`src/rtl/number_encode_mod_pkg.sv`:
```
// Shared constants for the binary-to-7-segment converter: segment codes, state encoding, saturation limit.
// Latency: n/a (declarations only).
// Backpressure: n/a.
package number_encode_mod_pkg;

    // Active-low segment patterns, bit 7 = DP (kept off), bits 6..0 = g..a.
    localparam logic [7:0] SEG_0     = 8'hC0;
    localparam logic [7:0] SEG_1     = 8'hF9;
    localparam logic [7:0] SEG_2     = 8'hA4;
    localparam logic [7:0] SEG_3     = 8'hB0;
    localparam logic [7:0] SEG_4     = 8'h99;
    localparam logic [7:0] SEG_5     = 8'h92;
    localparam logic [7:0] SEG_6     = 8'h82;
    localparam logic [7:0] SEG_7     = 8'hF8;
    localparam logic [7:0] SEG_8     = 8'h80;
    localparam logic [7:0] SEG_9     = 8'h90;
    localparam logic [7:0] SEG_BLANK = 8'hFF;

    // Largest value two decimal digits can show; anything above is clamped to it.
    localparam int unsigned SAT_LIMIT = 99;

    typedef enum logic [1:0] {
        ST_IDLE  = 2'd0,
        ST_SHIFT = 2'd1,
        ST_DONE  = 2'd2
    } conv_state_t;

    // Double-dabble correction: a nibble of 5 or more would overflow past 9 when doubled.
    function automatic logic [3:0] add3(input logic [3:0] d);
        return (d >= 4'd5) ? (d + 4'd3) : d;
    endfunction

endpackage

```
`src/rtl/number_encode_mod_if.sv`:
```
// Request/result bundle between the count source, the converter and the scan stage.
// Latency: n/a (wiring only).
// Backpressure: none; Start_Sig is dropped unless the converter is idle.
// Ports: Start_Sig/Number (request), Busy_Sig/Done_Sig/Ovf_Sig (status), ten_encode/one_encode (segments).
interface number_encode_mod_if #(
    parameter int BIN_WIDTH = 7
);
    logic                 Start_Sig;
    logic [BIN_WIDTH-1:0] Number;
    logic                 Busy_Sig;
    logic                 Done_Sig;
    logic                 Ovf_Sig;
    logic [7:0]           ten_encode;
    logic [7:0]           one_encode;

    // Requester side: drives the request, observes status and segment patterns.
    modport master (
        output Start_Sig, Number,
        input  Busy_Sig, Done_Sig, Ovf_Sig, ten_encode, one_encode
    );

    // Converter side.
    modport slave (
        input  Start_Sig, Number,
        output Busy_Sig, Done_Sig, Ovf_Sig, ten_encode, one_encode
    );
endinterface

```
`src/rtl/number_encode_mod_seg7_digit_encode.sv`:
```
// Maps one BCD digit to its active-low 7-segment pattern; non-decimal codes show blank.
// Latency: combinational.
// Backpressure: none.
// Ports: bcd (4-bit digit in), seg (8-bit pattern out, bit 7 = DP).
module seg7_digit_encode
    import number_encode_mod_pkg::*;
(
    input  logic [3:0] bcd,
    output logic [7:0] seg
);

    always_comb begin
        seg = SEG_BLANK;
        case (bcd)
            4'd0:    seg = SEG_0;
            4'd1:    seg = SEG_1;
            4'd2:    seg = SEG_2;
            4'd3:    seg = SEG_3;
            4'd4:    seg = SEG_4;
            4'd5:    seg = SEG_5;
            4'd6:    seg = SEG_6;
            4'd7:    seg = SEG_7;
            4'd8:    seg = SEG_8;
            4'd9:    seg = SEG_9;
            default: seg = SEG_BLANK;
        endcase
    end

endmodule

```
`src/rtl/number_encode_mod.sv`:
```
// Binary count -> two-digit 7-segment patterns via a one-bit-per-clock double-dabble engine.
// Latency: Done_Sig and new patterns BIN_WIDTH+1 edges after the accepting edge.
// Backpressure: none; Start_Sig outside IDLE is dropped, results hold until the next conversion.
// Ports: CLK, RST (sync, active-high), bus (slave side of number_encode_mod_if).
module number_encode_mod
    import number_encode_mod_pkg::*;
#(
    parameter int BIN_WIDTH  = 7,
    parameter bit BLANK_LEAD = 1'b0
) (
    input  logic                 CLK,
    input  logic                 RST,
    number_encode_mod_if.slave   bus
);

    localparam int         CNT_W   = $clog2(BIN_WIDTH + 1);
    localparam logic [7:0] TEN_RST = BLANK_LEAD ? SEG_BLANK : SEG_0;

    conv_state_t          state_q, state_d;
    logic [BIN_WIDTH-1:0] bin_q;
    logic [7:0]           bcd_q;
    logic [7:0]           bcd_adj;
    logic [CNT_W-1:0]     cnt_q;
    logic                 ovf_cap_q;
    logic [7:0]           ten_q, one_q;
    logic                 ovf_q, done_q;

    logic                 num_ovf;
    logic [BIN_WIDTH-1:0] num_clamped;
    logic [7:0]           seg_ten, seg_one, ten_pat;

    // Widen before comparing so narrow BIN_WIDTH settings still compare against 99 correctly.
    assign num_ovf     = 16'(bus.Number) > 16'(SAT_LIMIT);
    assign num_clamped = num_ovf ? BIN_WIDTH'(SAT_LIMIT) : bus.Number;

    assign bcd_adj = {add3(bcd_q[7:4]), add3(bcd_q[3:0])};

    seg7_digit_encode u_ten_enc (.bcd(bcd_q[7:4]), .seg(seg_ten));
    seg7_digit_encode u_one_enc (.bcd(bcd_q[3:0]), .seg(seg_one));

    assign ten_pat = (BLANK_LEAD && (bcd_q[7:4] == 4'd0)) ? SEG_BLANK : seg_ten;

    // FSM state register
    always_ff @(posedge CLK) begin
        if (RST) begin
            state_q <= ST_IDLE;
        end else begin
            state_q <= state_d;
        end
    end

    // FSM next state
    always_comb begin
        state_d = state_q;
        case (state_q)
            ST_IDLE:  if (bus.Start_Sig) state_d = ST_SHIFT;
            // cnt_q == 1 means this edge performs the final shift.
            ST_SHIFT: if (cnt_q == CNT_W'(1)) state_d = ST_DONE;
            ST_DONE:  state_d = ST_IDLE;
            default:  state_d = ST_IDLE;
        endcase
    end

    // Conversion datapath and registered outputs
    always_ff @(posedge CLK) begin
        if (RST) begin
            bin_q     <= '0;
            bcd_q     <= '0;
            cnt_q     <= '0;
            ovf_cap_q <= 1'b0;
            ten_q     <= TEN_RST;
            one_q     <= SEG_0;
            ovf_q     <= 1'b0;
            done_q    <= 1'b0;
        end else begin
            done_q <= (state_q == ST_DONE);
            case (state_q)
                ST_IDLE: begin
                    if (bus.Start_Sig) begin
                        bin_q     <= num_clamped;
                        bcd_q     <= '0;
                        cnt_q     <= CNT_W'(BIN_WIDTH);
                        ovf_cap_q <= num_ovf;
                    end
                end
                ST_SHIFT: begin
                    // Correct first, then shift {bcd, bin} left one place.
                    bcd_q <= {bcd_adj[6:0], bin_q[BIN_WIDTH-1]};
                    bin_q <= bin_q << 1;
                    cnt_q <= cnt_q - CNT_W'(1);
                end
                ST_DONE: begin
                    ten_q <= ten_pat;
                    one_q <= seg_one;
                    ovf_q <= ovf_cap_q;
                end
                default: ;
            endcase
        end
    end

    assign bus.Busy_Sig   = (state_q == ST_SHIFT);
    assign bus.Done_Sig   = done_q;
    assign bus.Ovf_Sig    = ovf_q;
    assign bus.ten_encode = ten_q;
    assign bus.one_encode = one_q;

endmodule
```
`src/flat_wrapper.sv`:
```
// flat-port wrapper written by rule: the top's interface ports become plain ports
module number_encode_mod_flat import number_encode_mod_pkg::*;
#(
    parameter int BIN_WIDTH  = 7,
    parameter bit BLANK_LEAD = 1'b0
)
  (CLK, RST, bus_Start_Sig, bus_Number, bus_Busy_Sig, bus_Done_Sig, bus_Ovf_Sig, bus_ten_encode, bus_one_encode);
  number_encode_mod_if #(.BIN_WIDTH(BIN_WIDTH)) bus_i ();
  input  logic CLK;
  input  logic RST;
  input wire logic [$bits(bus_i.Start_Sig)-1:0] bus_Start_Sig;
  input wire logic [$bits(bus_i.Number)-1:0] bus_Number;
  output wire logic [$bits(bus_i.Busy_Sig)-1:0] bus_Busy_Sig;
  output wire logic [$bits(bus_i.Done_Sig)-1:0] bus_Done_Sig;
  output wire logic [$bits(bus_i.Ovf_Sig)-1:0] bus_Ovf_Sig;
  output wire logic [$bits(bus_i.ten_encode)-1:0] bus_ten_encode;
  output wire logic [$bits(bus_i.one_encode)-1:0] bus_one_encode;
  assign bus_i.Start_Sig = bus_Start_Sig;
  assign bus_i.Number = bus_Number;
  assign bus_Busy_Sig = bus_i.Busy_Sig;
  assign bus_Done_Sig = bus_i.Done_Sig;
  assign bus_Ovf_Sig = bus_i.Ovf_Sig;
  assign bus_ten_encode = bus_i.ten_encode;
  assign bus_one_encode = bus_i.one_encode;
  number_encode_mod #(.BIN_WIDTH(BIN_WIDTH), .BLANK_LEAD(BLANK_LEAD)) u_core (.CLK(CLK), .RST(RST), .bus(bus_i));
endmodule
```
`config.mk`:
```
export PLATFORM = sky130hd
export DESIGN_NAME = number_encode_mod_flat
export DESIGN_NICKNAME = d
export VERILOG_FILES = /design/src/rtl/number_encode_mod_pkg.sv /design/src/rtl/number_encode_mod_if.sv /design/src/rtl/number_encode_mod_seg7_digit_encode.sv /design/src/rtl/number_encode_mod.sv /design/src/flat_wrapper.sv
export SDC_FILE = /design/constraint.sdc
export NUM_CORES = 1
export LEC_CHECK = 0
export ABC_AREA = 1
export CAP_MARGIN = 10
export CELL_PAD_IN_SITES_DETAIL_PLACEMENT = 1
export CELL_PAD_IN_SITES_GLOBAL_PLACEMENT = 1
export CORE_MARGIN = 2
export CORE_UTILIZATION = 40
export CTS_BUF_LIST = sky130_fd_sc_hd__clkbuf_8
export DETAILED_ROUTE_END_ITERATION = 16
export PLACE_DENSITY = 0.89
export SLEW_MARGIN = 5
export SYNTH_ARGS = -nofsm -noshare
export SYNTH_HDL_FRONTEND = slang
export SYNTH_HIERARCHICAL = 1
export SYNTH_SLANG_ARGS = --single-unit
```
`constraint.sdc`:
```
create_clock -name CLK -period 1.7 [get_ports CLK]
set_input_delay 0.51 -clock CLK [delete_from_list [all_inputs] [get_ports CLK]]
set_output_delay 0.51 -clock CLK [all_outputs]
set_load 0.1 [all_outputs]
```
==> flow_metrics.env <==
export IMPL_status="finished, final reports clean"
export IMPL_dp_cells=391
export IMPL_core_mm2=0.00504
export IMPL_timing_max_cap_violations=0
export IMPL_cts_tree="done"
export IMPL_via_count=1987
export IMPL_synthMuxAreaShare_pct=0
export IMPL_grt_pass1_vias=2030
export IMPL_synthDistinctLibCells=27
export IMPL_cp_arrival_ns=1.09
export IMPL_track_usage_pct=19.5
export IMPL_place_area_mm2=0.00263
export IMPL_drc=0
export IMPL_yosys_warnings=6
export IMPL_cp_depth=4
export IMPL_power_total_mw=2.05
export IMPL_fin_ws_ns=0.0978
export IMPL_clk_pin_slew_ns=0.08
export IMPL_r2r_end="u_core/bus.ten_encode[3]$_SDFFE_PP0P_"
export IMPL_post_route_min_period_ns=1.60
export IMPL_synth_xor_xnor_area_share_pct=0.422
export IMPL_grt_first_pass_wirelength_um=9380
export IMPL_min_from="u_core/bin_q[6]$_SDFFE_PP0P_"
export IMPL_syn_instance_count=295
export IMPL_synth_nets=321
export IMPL_post_synth_instance_area_mm2=0.00208
export IMPL_place_hpwl_um=3940
export IMPL_final_antenna_net_count=0
export IMPL_postLayoutCoreUtil_pct=54.2
export IMPL_die_area_mm2=0.00578
export IMPL_slew_violations=0
export IMPL_p_switching_mw=0.547
export IMPL_synth_most_common_cell="nand2_1"
export IMPL_whs_ns=0.482
export IMPL_fin_cells=398
export IMPL_required_ns=1.19
export IMPL_antenna_diode_count=0
export IMPL_reg2reg_from="u_core/bcd_q[5]$_SDFFE_PP0P_"
export IMPL_ctsHoldBuffers=0
export IMPL_routed_via_density=4.99
export IMPL_path_class="flip-flop to primary output"
export IMPL_seqPwrFrac_pct=47.8
export IMPL_yosysTopAreaCellShare_pct=37.6
export IMPL_final_area_mm2=0.00273
export IMPL_port_buffers=28
export IMPL_pwr_share_clk_pct=35.4
export IMPL_leakage_nw=1.24
export IMPL_cts_root_buf="clkbuf_8"
export IMPL_synth_top_family_by_area="simple AND/OR/NAND/NOR gates"
export IMPL_setup_violations=0
export IMPL_die_y_um=76.0
export IMPL_wl_per_cell_um=13.4
export IMPL_finalWirelength_um=5330
export IMPL_reg2reg_depth=7
export IMPL_synthAdderAreaFrac_pct=9.64
export IMPL_max_vdd_ir_drop_mv=0.351
export IMPL_synth_area_top_cells="dfxtp_1 (38%), nand2_1 (14%), ha_1 (9.6%)"
export IMPL_clockBufferDepth=2
export IMPL_synthArstFlopShare_pct=0
export IMPL_seq_area_frac_synth_pct=37.6
export IMPL_finalSetupTns_ns=0
export IMPL_period_share_pct=94.2
export IMPL_rsz0062_at_grt="no"
export IMPL_ctsResizeCount=0
export IMPL_grt_start_max_net_pins=18
export IMPL_synth_compound_area_share_pct=12.0
export IMPL_fin_skew_ns=0.00971
export IMPL_p_int_mw=1.51
export IMPL_p_per_area_mw_per_mm2=751
export IMPL_area_growth_pct=31.7
export IMPL_clock_sinks=39
export IMPL_hold_path_endpoint="u_core/bin_q[6]$_SDFFE_PP0P_"
export IMPL_final_nets=354
export IMPL_drt_pre_antenna_iters=4
export IMPL_path_buf_inv=3
export IMPL_ios=29
export IMPL_die_w_um=76.0
export IMPL_crit_family="flip-flops"
export IMPL_drt_initial_drc_count=34
export IMPL_synth_ff_type="dfxtp_1"
export IMPL_min_delay_path_class="flip-flop to flip-flop"
export IMPL_worstHoldPathCells=2
export IMPL_antenna_found_initial=0
export IMPL_routabilityCongestion=0.783
export IMPL_numCtsBuffers=5
export IMPL_synth_edf_count=0
export IMPL_finalHoldViolCount=0
export IMPL_critPathMaxStageDelay_ns=0.37
export IMPL_critPathLaunchType="flip-flop"
export IMPL_ys_seq_elements=39
export IMPL_synth_simple_area_share_pct=30.2
export IMPL_crit_fanout=4
export IMPL_avgSynthCellArea_um2=7.04
export IMPL_comb_power_share_pct=16.8
export IMPL_rows=26
export IMPL_clock_latency_ns=0.29
export IMPL_h_tree_depth=2
export IMPL_cp_cell_sequence="inv_2, nand2_2, clkinv_2, buf_12"
export IMPL_fmax_mhz=624
export IMPL_start_util_pct=41.2
export IMPL_synth_common_cells="nand2_1 (76), dfxtp_1 (39), nor2_1 (38), inv_1 (28), nand3_1 (27)"
export IMPL_overflow=0
export IMPL_postCtsSetupBuffers=0
export IMPL_rrSetupSlack_ns=0.22
export IMPL_drive_above_1_share_pct=15.5
export IMPL_cp_end_kind="primary output"
export IMPL_swShare_pct=26.6
export IMPL_cp_slowest_cell="dfxtp_1"
export IMPL_yosys_area_top_type="dfxtp_1"
export IMPL_dp_slack_ns=0.0278
-- worst min-delay path: stages (launching register included) --
cell	delay, ns
dfxtp_1	0.30
inv_1	0.08
a211oi_2	0.06
-- final cells by class --
class,instances,area [um2]
clock inverters,2,33.8
clock buffers,5,68.8
inverters,35,133
multi-input cells,212,1090
well taps,70,87.6
fillers,640,2310
repair buffers,35,536
flip-flops and latches,39,783
-- cells in the final DEF, fill, tap and decap left out --
| cell type | Yosys | layout |
|---|---|---|
| a211oi_2 | 1 | 1 |
| a21oi_1 | 10 | 10 |
| a21oi_2 | 1 | 1 |
| a31oi_1 | 3 | 3 |
| a31oi_2 | 1 | 1 |
| buf_12 | 0 | 20 |
| buf_4 | 3 | 6 |
| bufinv_16 | 0 | 1 |
| clkbuf_8 | 0 | 5 |
| clkdlybuf4s50_1 | 0 | 9 |
| clkinv_2 | 1 | 1 |
| conb_1 | 2 | 2 |
| dfxtp_1 | 39 | 37 |
| dfxtp_2 | 0 | 2 |
| ha_1 | 16 | 16 |
| inv_1 | 28 | 29 |
| inv_2 | 6 | 6 |
| nand2_1 | 76 | 76 |
| nand2_2 | 3 | 3 |
| nand3_1 | 27 | 27 |
| nand3_2 | 1 | 1 |
| nand4_1 | 4 | 4 |
| nor2_1 | 38 | 38 |
| nor3_1 | 2 | 2 |
| o211ai_1 | 2 | 2 |
| o21ai_0 | 15 | 15 |
| o21ai_1 | 6 | 6 |
| o21ai_2 | 3 | 3 |
| xnor2_1 | 1 | 1 |
-- worst max path at each step --
| stage | from | end | slack, ns |
|---|---|---|---|
| 2_1_floorplan | u_core/bus.Ovf_Sig$_SDFFE_PP0P_ | bus_Ovf_Sig | 0.27 |
| 3_3_place_gp | bus_Start_Sig | u_core/bin_q[4]$_SDFFE_PP0P_ | 0.11 |
| 3_5_place_dp | bus_Start_Sig | u_core/cnt_q[2]$_SDFFE_PP0P_ | 0.03 |
| 4_1_cts | u_core/state_q[1]$_SDFFE_PP0P_ | bus_Busy_Sig | 0.09 |
| 5_1_grt | u_core/state_q[1]$_SDFFE_PP0P_ | bus_Busy_Sig | 0.05 |
| 6_report | u_core/state_q[1]$_SDFFE_PP0P_ | bus_Busy_Sig | 0.1 |
-- sequential cells by signal, indices dropped and copies added, names as in the netlist --
register and count:
u_core/bcd_q 8, u_core/bus.one_encode 8, u_core/bus.ten_encode 8, u_core/bin_q 7, u_core/cnt_q 3, u_core/state_q 2
u_core/bus.Done_Sig 1, u_core/bus.Ovf_Sig 1, u_core/ovf_cap_q 1
-- layer usage --
layer | vias up | track usage, % | wire, um
li1 | 1001 | - | -
met1 | 941 | 22.5 | 2330
met2 | 37 | 35.9 | 2780
met3 | 8 | 2.84 | 145
met4 | 0 | 8.18 | 77
met5 | - | 0 | 0
-- power groups by stage --
| stage | clock [mW] | combinational (mW) | sequential, mW |
|---|---|---|---|
| 5_1_grt | 0.787 | 0.374 | 0.985 |
| 3_5_place_dp | 0 | 0.345 | 1.00 |
| 3_3_place_gp | 0 | 0.333 | 1.00 |
| 6_report | 0.727 | 0.346 | 0.981 |
| 2_1_floorplan | 0 | 0.163 | 1.05 |
| 4_1_cts | 0.749 | 0.348 | 0.981 |
-- kinds of logic after synthesis --
family	count (synthesis)
simple gates	151
other cells	2
compound gates	42
xor+xnor	1
flops	39
buf+inv	44
fa+ha+maj	16
No activity file was read; power rests on OpenSTA's default activity.
